<file path="config.mk">
export PLATFORM = sky130hd
export DESIGN_NAME = acc_load_unit
export DESIGN_NICKNAME = d
export VERILOG_FILES = /design/src/rtl/acc_load_pkg.sv /design/src/rtl/acc_src_sel.sv /design/src/rtl/acc_load_unit.sv
export SDC_FILE = /design/constraint.sdc
export NUM_CORES = 1
export LEC_CHECK = 0
export CAP_MARGIN = 20
export CORE_UTILIZATION = 40
export DETAILED_ROUTE_END_ITERATION = 10
export PLACE_DENSITY = 0.88
export SLEW_MARGIN = 20
export SYNTH_ARGS = -nofsm -noshare
export SYNTH_HDL_FRONTEND = slang
export SYNTH_SLANG_ARGS = --single-unit
export TNS_END_PERCENT = 100
</file>
<file path="constraint.sdc">
create_clock -name clk -period 3.1 [get_ports clk]
set_input_delay 0.62 -clock clk [delete_from_list [all_inputs] [get_ports clk]]
set_output_delay 0.62 -clock clk [all_outputs]
set_load 0.01 [all_outputs]
</file>
<file path="src/rtl/acc_load_pkg.sv">
// Shared op and FSM state encodings for the accumulator load unit.
package acc_load_pkg;

  localparam logic [1:0] OP_LOAD  = 2'b00;
  localparam logic [1:0] OP_CLEAR = 2'b01;
  localparam logic [1:0] OP_INC   = 2'b10;
  localparam logic [1:0] OP_DEC   = 2'b11;

  typedef enum logic {
    ST_IDLE = 1'b0,
    ST_FULL = 1'b1
  } state_e;

endpackage

</file>
<file path="src/rtl/acc_src_sel.sv">
// NSRC:1 WIDTH-bit source mux; selecting a missing channel yields 0 and raises oor_o.
module acc_src_sel #(
  parameter int WIDTH = 8,
  parameter int NSRC  = 4,
  parameter int SELW  = (NSRC > 1) ? $clog2(NSRC) : 1
) (
  input  logic [NSRC*WIDTH-1:0] src_i,
  input  logic [SELW-1:0]       sel_i,
  output logic [WIDTH-1:0]      data_o,
  output logic                  oor_o
);

  always_comb begin
    data_o = '0;
    for (int k = 0; k < NSRC; k++) begin
      if (sel_i == SELW'(k)) data_o = src_i[k*WIDTH +: WIDTH];
    end
  end

  assign oor_o = (int'(sel_i) >= NSRC);

endmodule

</file>
<file path="src/rtl/acc_load_unit.sv">
// Accumulator source selector with valid/ready request port and one-entry output hold.
// Build option: ACC_LOAD_SAT_EN makes INC/DEC saturate instead of wrap.
module acc_load_unit
  import acc_load_pkg::*;
#(
  parameter int WIDTH = 8,
  parameter int NSRC  = 4,
  parameter int SELW  = (NSRC > 1) ? $clog2(NSRC) : 1
) (
  input  logic                  clk,
  input  logic                  rst_n,
  input  logic [NSRC*WIDTH-1:0] src_data,
  input  logic [SELW-1:0]       src_sel,
  input  logic [1:0]            op,
  input  logic                  req_valid,
  output logic                  req_ready,
  output logic [WIDTH-1:0]      aout,
  output logic                  aout_valid,
  input  logic                  out_ack,
  output logic                  zero,
  output logic                  carry,
  output logic                  sel_err
);

  function automatic logic [WIDTH-1:0] inc_f(input logic [WIDTH-1:0] a);
`ifdef ACC_LOAD_SAT_EN
    return (&a) ? a : a + WIDTH'(1);
`else
    return a + WIDTH'(1);
`endif
  endfunction

  function automatic logic [WIDTH-1:0] dec_f(input logic [WIDTH-1:0] a);
`ifdef ACC_LOAD_SAT_EN
    return (~|a) ? a : a - WIDTH'(1);
`else
    return a - WIDTH'(1);
`endif
  endfunction

  state_e             state_q;
  logic [WIDTH-1:0]   acc_q, acc_d;
  logic               zero_q, carry_q, carry_d, err_q, err_d;
  logic [WIDTH-1:0]   mux_data;
  logic               mux_oor;
  logic               accept;

  acc_src_sel #(.WIDTH(WIDTH), .NSRC(NSRC), .SELW(SELW)) u_sel (
    .src_i  (src_data),
    .sel_i  (src_sel),
    .data_o (mux_data),
    .oor_o  (mux_oor)
  );

  // Ready passes through in the same cycle the held result is acknowledged.
  assign req_ready = (state_q == ST_IDLE) || out_ack;
  assign accept    = req_valid && req_ready;

  always_comb begin
    acc_d   = acc_q;
    carry_d = carry_q;
    err_d   = err_q;
    if (accept) begin
      carry_d = 1'b0;
      err_d   = 1'b0;
      case (op)
        OP_LOAD: begin
          acc_d = mux_data;
          err_d = mux_oor;
        end
        OP_CLEAR: acc_d = '0;
        OP_INC: begin
          acc_d   = inc_f(acc_q);
          carry_d = &acc_q;
        end
        OP_DEC: begin
          acc_d   = dec_f(acc_q);
          carry_d = ~|acc_q;
        end
        default: acc_d = acc_q;
      endcase
    end
  end

  always_ff @(posedge clk or negedge rst_n) begin
    if (!rst_n) begin
      state_q <= ST_IDLE;
      acc_q   <= '0;
      zero_q  <= 1'b1;
      carry_q <= 1'b0;
      err_q   <= 1'b0;
    end else begin
      case (state_q)
        ST_IDLE: if (accept) state_q <= ST_FULL;
        ST_FULL: if (!accept && out_ack) state_q <= ST_IDLE;
        default: state_q <= ST_IDLE;
      endcase
      acc_q   <= acc_d;
      zero_q  <= (acc_d == '0);
      carry_q <= carry_d;
      err_q   <= err_d;
    end
  end

  assign aout       = acc_q;
  assign aout_valid = (state_q == ST_FULL);
  assign zero       = zero_q;
  assign carry      = carry_q;
  assign sel_err    = err_q;

endmodule

</file>
==> summary.txt, run 1 <==
GRT
  • Vias in the first global route: roughly 1,100
  • Global-route usage over all layers: 24.4%
  • Antenna violations before repair: 0
  • Largest net degree at the start of global routing: 16
  • First-pass GRT wire length: ~5000 microns
  • GRT overflow: 0

Placement
  • Gpl congestion: around 0.83
  • IO buf count: 51
  • HPWL Detailed: 2540 microns

Synth
  • Cells after Synth: around 120
  • Synth area leaders: dfrtp_1 (23%), mux4_2 (17%), nand2_1 (5.2%), ha_1 (3.5%), nor2_1 (3.1%)
  • Avg Cell Area, Syn: slightly above 9 sq um
  • Async set or reset register ratio after synthesis: 100%
  • Number of flops mapped to enable cells by yosys: 0
  • Number of synthesized register bits: 11
  • Sequential fraction of the synthesis area: between 20% and 30%
  • Area share of the largest cell type after synthesis: between 20 and 25%
  • Syn. warnings: 0
  • Predominant post-synthesis flop cell: dfrtp_1
  • Post-synth cell types: 50
  • Syn_nets: roughly 160
  • Post-Syn Area: between 1000 and 1500 sq um
  • Cell taking the most area after synthesis: dfrtp_1

STA
  • Endpoints failing hold: 0
  • Fmax: approximately 0.36 GHz
  • Period minus WS final: approximately 2.8 ns
  • Final Skew: ~0.0035 ns
  • WHS: about 0.52 ns
  • Final Cycle Share: between 90% and 100%
  • Unrepaired setup endpoints after global routing: no
  • Final setup viols: 0
  • Setup_tns: 0 ns
  • Max-slew violations: 0
  • Slew Limit Headroom: 65.0%
  • Worst slew pin tran: between 0.5 and 0.6 ns

Route
  • Total wire length: between 3000 and 4000 microns
  • Initial DRC Count: 37
  • Via count: approximately 1,200
  • Initial DRT Pass Iterations: 4
  • Routed WL per cell: ~16 microns
  • Vias per cell: around 6.2
  • Residual DRC count: 0
  • Antenna-violating nets left: 0

Setup path
  • Critical path capture point type: flip-flop
  • Worst Path Required: 3.29 ns
  • Worst-path maximum fanout: 5
  • Critical path startpoint category: input pin
  • Crit path kind: in2reg
  • Crit path DAT: ~3 ns

Cells and area
  • Layout area overhead: 52.0%
  • FF+latch area: about 280 sq um
  • Share of layout cells above drive strength 1: between 10% and 20%
  • ANT cells: 0
  • Final #Nets: 210
  • Fill count: ~200
  • Multi-input gate area: around 730 sq um

Clock network
  • Post-CTS Repair Setup Buffers: 0
  • CTS tree: yes
  • CTS Sinks: 11
  • Clk_lat worst skew: approximately 0.28 ns
  • Clk buf depth: 2
  • Total CTS buffers: 3
  • Post-cts resize count: 0
  • Root Driver: clkbuf_4
  • H-tree lvl count: 1
  • Clk slew on worst S/H paths: ~0.07 ns
  • Hold_buf cts: 0

Power and ir drop
  • Total power divided by cell area: roughly 430 nW/um^2
  • Worst VDD drop: 0.329 mV
  • Lkg Pwr: 0.000654 uW

Floorplanning
  • Initial Util: between 40% and 50%
  • Die span in y: roughly 54 microns
  • Full die area: 2920 sq um
  • Width of the chip: 54.0 microns
  • Placeable Area: roughly 2500 sq um
  • # rows: 18
  • # IOs: 53

Job
  • Max Cap Viol: 0

Status
  • Status: complete, no violations

Hold path
  • HP Class: reg2reg
==> logic make-up (layout without fill, tap and decap cells) <==
kind of cell	after synthesis	in the layout	synth area share [%]
other	1	1	0.346
buffers and inverters	16	66	6.59
multiplexers	9	9	17.6
AND/OR/NAND/NOR	46	46	23.8
AO/OA/AOI/OAI	27	27	20.2
flip-flops	11	11	25.5
adder cells (fa/ha/maj)	3	3	3.47
XOR/XNOR	3	3	2.43
==> cell usage after synthesis, drive strengths merged (2+ instances only) <==
master and instances:
a211oi 2, a21oi 4, a221oi 3, a41o 2, and3 2, buf 2, clkbuf 8, dfrtp 10
ha 3, inv 6, mux4 8, nand2 15, nand4 2, nor2 9, nor2b 2, nor4 3
nor4b 2, o21ai 2, o22ai 2, xor2 2
==> worst max-delay path: stages <==
cell	delay, ns
clkdlybuf4s50_1	0.52
nand2_1	0.10
xnor2_1	0.14
ha_1	0.25
nor3b_1	0.07
a21oi_1	0.16
mux2i_1	0.24
a211oi_1	0.10
or4_4	0.58
nor4b_2	0.23
==> sequential cells by signal (all words and copies together), names as in the netlist <==
signal and count:
aout_valid 1, aout 8, carry 1, zero 1
==> per-layer routing <==
layer / routed length [microns] / vias up / share of wire (%) / GRT usage, %
met3: 209 / 15 / 6.5 / 3.67
met4: 140 / 0 / 4.4 / 13.2
met2: 1690 / 74 / 53 / 44.9
met1: 1150 / 568 / 36 / 26.5
met5: 0 / - / 0 / 0
li1: - / 550 / - / -
==> final timing paths <==
kind | startpoint | depth (start not counted) | slack (ns) | to
max | op[0] | 10 | 0.29 | zero
min | carry | 2 | 0.52 | carry
max reg2reg | aout[1] | 6 | 0.57 | zero
min reg2reg | carry | 2 | 0.52 | carry
max in group asynchronous | rst_n | 1 | 2.06 | zero
min in group asynchronous | rst_n | 1 | 0.68 | aout[6]
==> where the power goes <==
group	switching [uW]	total, uW	internal (uW)	leakage, uW
clock	54.2	104	50.1	0.0000150
sequential	72.1	247	175	0.000131
combinational	158	360	203	0.000509
total	284	712	428	0.000654
==> placed cells by master (no fill, tap or decap), types with 2 or more instances in the layout <==
cell type,count
o22ai_1,2
ha_1,3
nor4_1,3
a41o_1,2
clkdlybuf4s50_1,51
nand4_1,2
o21ai_0,2
a21oi_1,4
nor2_1,9
dfrtp_1,10
inv_1,6
buf_4,5
a211oi_1,2
xor2_1,2
nand2_1,15
nor2b_1,2
clkbuf_4,3
and3_1,2
a221oi_1,2
mux4_2,8
==> metrics by stage <==
stage	util [%]	setup WS, ns	std cells	total power [uW]	instance area [sq um]
global placement	64.2	0.111	192	583	1620
CTS	65.2	0.294	196	706	1650
floorplan	-	0.401	116	438	1080
finish	65.2	0.286	196	712	1650
global route	65.2	0.206	196	745	1650
detailed placement	64.2	0.0102	192	601	1620
==> final cells by class <==
type                       count  area share (%)
multi-input combinational     89            44.6
timing repair buffer          56            33.3
sequential                    11            16.8
tap                           30            2.28
clock buffer                   4            1.60
inverter                       6            1.37
Power figures use the tool's default switching activity.
==> run 2: changes to the inputs <==
--- a/config.mk
+++ b/config.mk
@@ -7,7 +7,9 @@
 export LEC_CHECK = 0
 export CAP_MARGIN = 20
 export CORE_UTILIZATION = 40
+export CTS_CLUSTER_DIAMETER = 80
 export DETAILED_ROUTE_END_ITERATION = 10
+export MAX_ROUTING_LAYER = met4
 export PLACE_DENSITY = 0.88
 export SLEW_MARGIN = 20
 export SYNTH_ARGS = -nofsm -noshare
==> run 2 against run 1 <==
  * Largest power group unchanged
  * Sequential share of layout area did not move
  * Critical path type unchanged
  * Non-clock buffer count did not move
  * Final cell count did not move
  * Via count rose by 0.75%
  * Register-to-register slack barely moved
  * Fmax rose by 0.16%
  * Largest cell class unchanged
  * Total power barely moved
  * Die area did not move
  * Routed wire length fell by 0.69%
  * Core utilization did not move
  * Combinational power barely moved
==> summary.txt, run 2 (synthesis gave the netlist of run 1 again) <==
Clock network
  • Root Driver: clkbuf_4 (unchanged)
  • Total CTS buffers: 3 (unchanged)
  • Clk buf depth: 2 (unchanged)
  • Clk_lat worst skew: 0.28 ns (about the same)
  • CTS Sinks: 11 (unchanged)
  • Clk slew on worst S/H paths: 0.07 ns (about the same)
  • Post-CTS Repair Setup Buffers: 0 (unchanged)
  • CTS tree: yes (unchanged)
  • Hold_buf cts: 0 (unchanged)
  • H-tree lvl count: 1 (unchanged)
  • Post-cts resize count: 0 (unchanged)

STA
  • Max-slew violations: 0 (unchanged)
  • Worst slew pin tran: 0.522 ns (was 0.524 ns)
  • Slew Limit Headroom: 65.1% (was 65.0%)
  • Period minus WS final: 2.81 ns (about the same)
  • Fmax: 0.356 GHz (was 0.355 GHz)
  • Unrepaired setup endpoints after global routing: no (unchanged)
  • Final setup viols: 0 (unchanged)
  • Final Cycle Share: 90.6% (was 90.8%)
  • Final Skew: 0.00313 ns (was 0.00347 ns)
  • Setup_tns: 0 ns (unchanged)
  • Endpoints failing hold: 0 (unchanged)

Power and ir drop
  • Lkg Pwr: 0.000654 uW (unchanged)
  • Worst VDD drop: 0.329 mV (about the same)
  • Sequential power share: 34.7% (about the same)
  • Comb power frac: 50.6% (was 50.7%)
  • Clk pwr share: 14.7% (was 14.6%)
  • Total power divided by cell area: 432 nW/um^2 (was 433 nW/um^2)
  • Switching part of the total: 39.9% (about the same)
  • Pwr Total: 712 uW (about the same)
  • Switching Power: 284 uW (about the same)
  • Power Internal: 428 uW (about the same)

Route
  • Routed WL per cell: 16.2 microns (was 16.3 microns)
  • Initial DRC Count: 29 (was 37)
  • Total wire length: 3170 microns (was 3190 microns)
  • Antenna-violating nets left: 0 (unchanged)
  • Via count: 1,216 (was 1,207)
  • Vias per cell: 6.20 (was 6.16)
  • Residual DRC count: 0 (unchanged)
  • Initial DRT Pass Iterations: 4 (unchanged)

Setup path
  • Worst Path Required: 3.30 ns (was 3.29 ns)
  • Crit path DAT: 3.01 ns (about the same)
  • Critical path capture point type: flip-flop (unchanged)
  • Worst path buffer plus inverter count: 1 (unchanged)
  • R2r worst-path depth: 6 (unchanged)
  • CP peak stage delay: 0.58 ns (about the same)
  • Worst-path maximum fanout: 5 (unchanged)
  • CP max stage cell: or4_4 (unchanged)
  • Cell family with most CP delay: simple AND/OR/NAND/NOR gates (unchanged)
  • Crit-path cells: clkdlybuf4s50_1 -> nand2_1 -> xnor2_1 -> ha_1 -> nor3b_1 -> a21oi_1 -> mux2i_1 -> a211oi_1 -> or4_4 -> nor4b_2 (unchanged)
  • Crit path kind: in2reg (unchanged)
  • Critical path startpoint category: input pin (unchanged)
  • WP depth: 10 (unchanged)

GRT
  • Vias in the first global route: 1,147 (was 1,146)
  • Global-route usage over all layers: 25.1% (was 24.4%)
  • Antenna violations before repair: 0 (unchanged)
  • GRT overflow: 0 (unchanged)
  • Largest net degree at the start of global routing: 16 (unchanged)
  • First-pass GRT wire length: 4930 microns (unchanged)

Status
  • Status: complete, no violations (unchanged)

Floorplanning
  • Full die area: 2920 sq um (unchanged)
  • Placeable Area: 2520 sq um (unchanged)
  • Die span in y: 54.0 microns (unchanged)
  • Initial Util: 42.9% (unchanged)
  • # IOs: 53 (unchanged)
  • Width of the chip: 54.0 microns (unchanged)
  • # rows: 18 (unchanged)

Cells and area
  • ANT cells: 0 (unchanged)
  • Layout area overhead: 52.0% (unchanged)
  • Most frequent cells in the layout: clkdlybuf4s50_1 (51), nand2_1 (15), dfrtp_1 (10) (unchanged)
  • Fill count: 195 (unchanged)
  • Largest register FFs: 8 (unchanged)
  • Final #Nets: 210 (unchanged)
  • Most common cell after layout, fill and taps aside: clkdlybuf4s50_1 (unchanged)
  • Share of layout cells above drive strength 1: 14.5% (unchanged)

Job
  • Max Cap Viol: 0 (unchanged)

Placement
  • Gpl congestion: 0.838 (was 0.825)
  • IO buf count: 51 (unchanged)
  • HPWL Detailed: 2540 microns (unchanged)

Hold path
  • Hold path depth: 2 (unchanged)
  • HP Class: reg2reg (unchanged)
## run 2: layout make-up
class,count,area [sq um],area share [%]
tap,30,37.5,2.28
sequential,11,277,16.8
timing repair buffer,56,548,33.3
inverter,6,22.5,1.37
multi-input combinational,89,734,44.6
clock buffer,4,26.3,1.60
## run 2: worst register-to-register path, delay by kind of cell, from the launching register on
family	cells	cell delay, ns
and+or+nand+nor	3	1.37
DFF	1	0.50
AOI/OAI and AO/OA	3	0.57
## run 2: layer usage
layer | GRT usage, % | vias up | part of all wire, %
met5 | - | - | 0
met4 | 13.2 | 0 | 3.2
met2 | 44.9 | 83 | 55
met1 | 26.7 | 573 | 35
li1 | - | 551 | -
met3 | 3.39 | 9 | 7.1
## run 2: power groups by stage
| stage | sequential [uW] | combinational [uW] | clock, uW |
|---|---|---|---|
| after floorplan | 221 | 218 | 0 |
| after global placement | 242 | 340 | 0 |
| after detailed placement | 247 | 354 | 0 |
| after CTS | 245 | 358 | 104 |
| after global routing | 253 | 382 | 110 |
| final | 247 | 360 | 105 |
## run 2: per-stage QoR
step	cells	hold WS [ns]	setup WS (ns)	util (%)	cell area, sq um
3_5_place_dp	192	0.500	0.0102	64.2	1620
6_report	196	0.516	0.290	65.2	1650
4_1_cts	196	0.517	0.294	65.2	1650
3_3_place_gp	192	0.469	0.111	64.2	1620
5_1_grt	196	0.532	0.206	65.2	1650
2_1_floorplan	116	0.324	0.401	-	1080
## run 2: worst paths after layout
kind	startpoint	slack [ns]	end
worst max register to register	aout[1]	0.58	zero
worst max-delay path	op[0]	0.29	zero
worst min register to register	carry	0.52	carry
min in group asynchronous	rst_n	0.67	aout[6]
max in group asynchronous	rst_n	2.06	zero
worst min-delay path	carry	0.52	carry
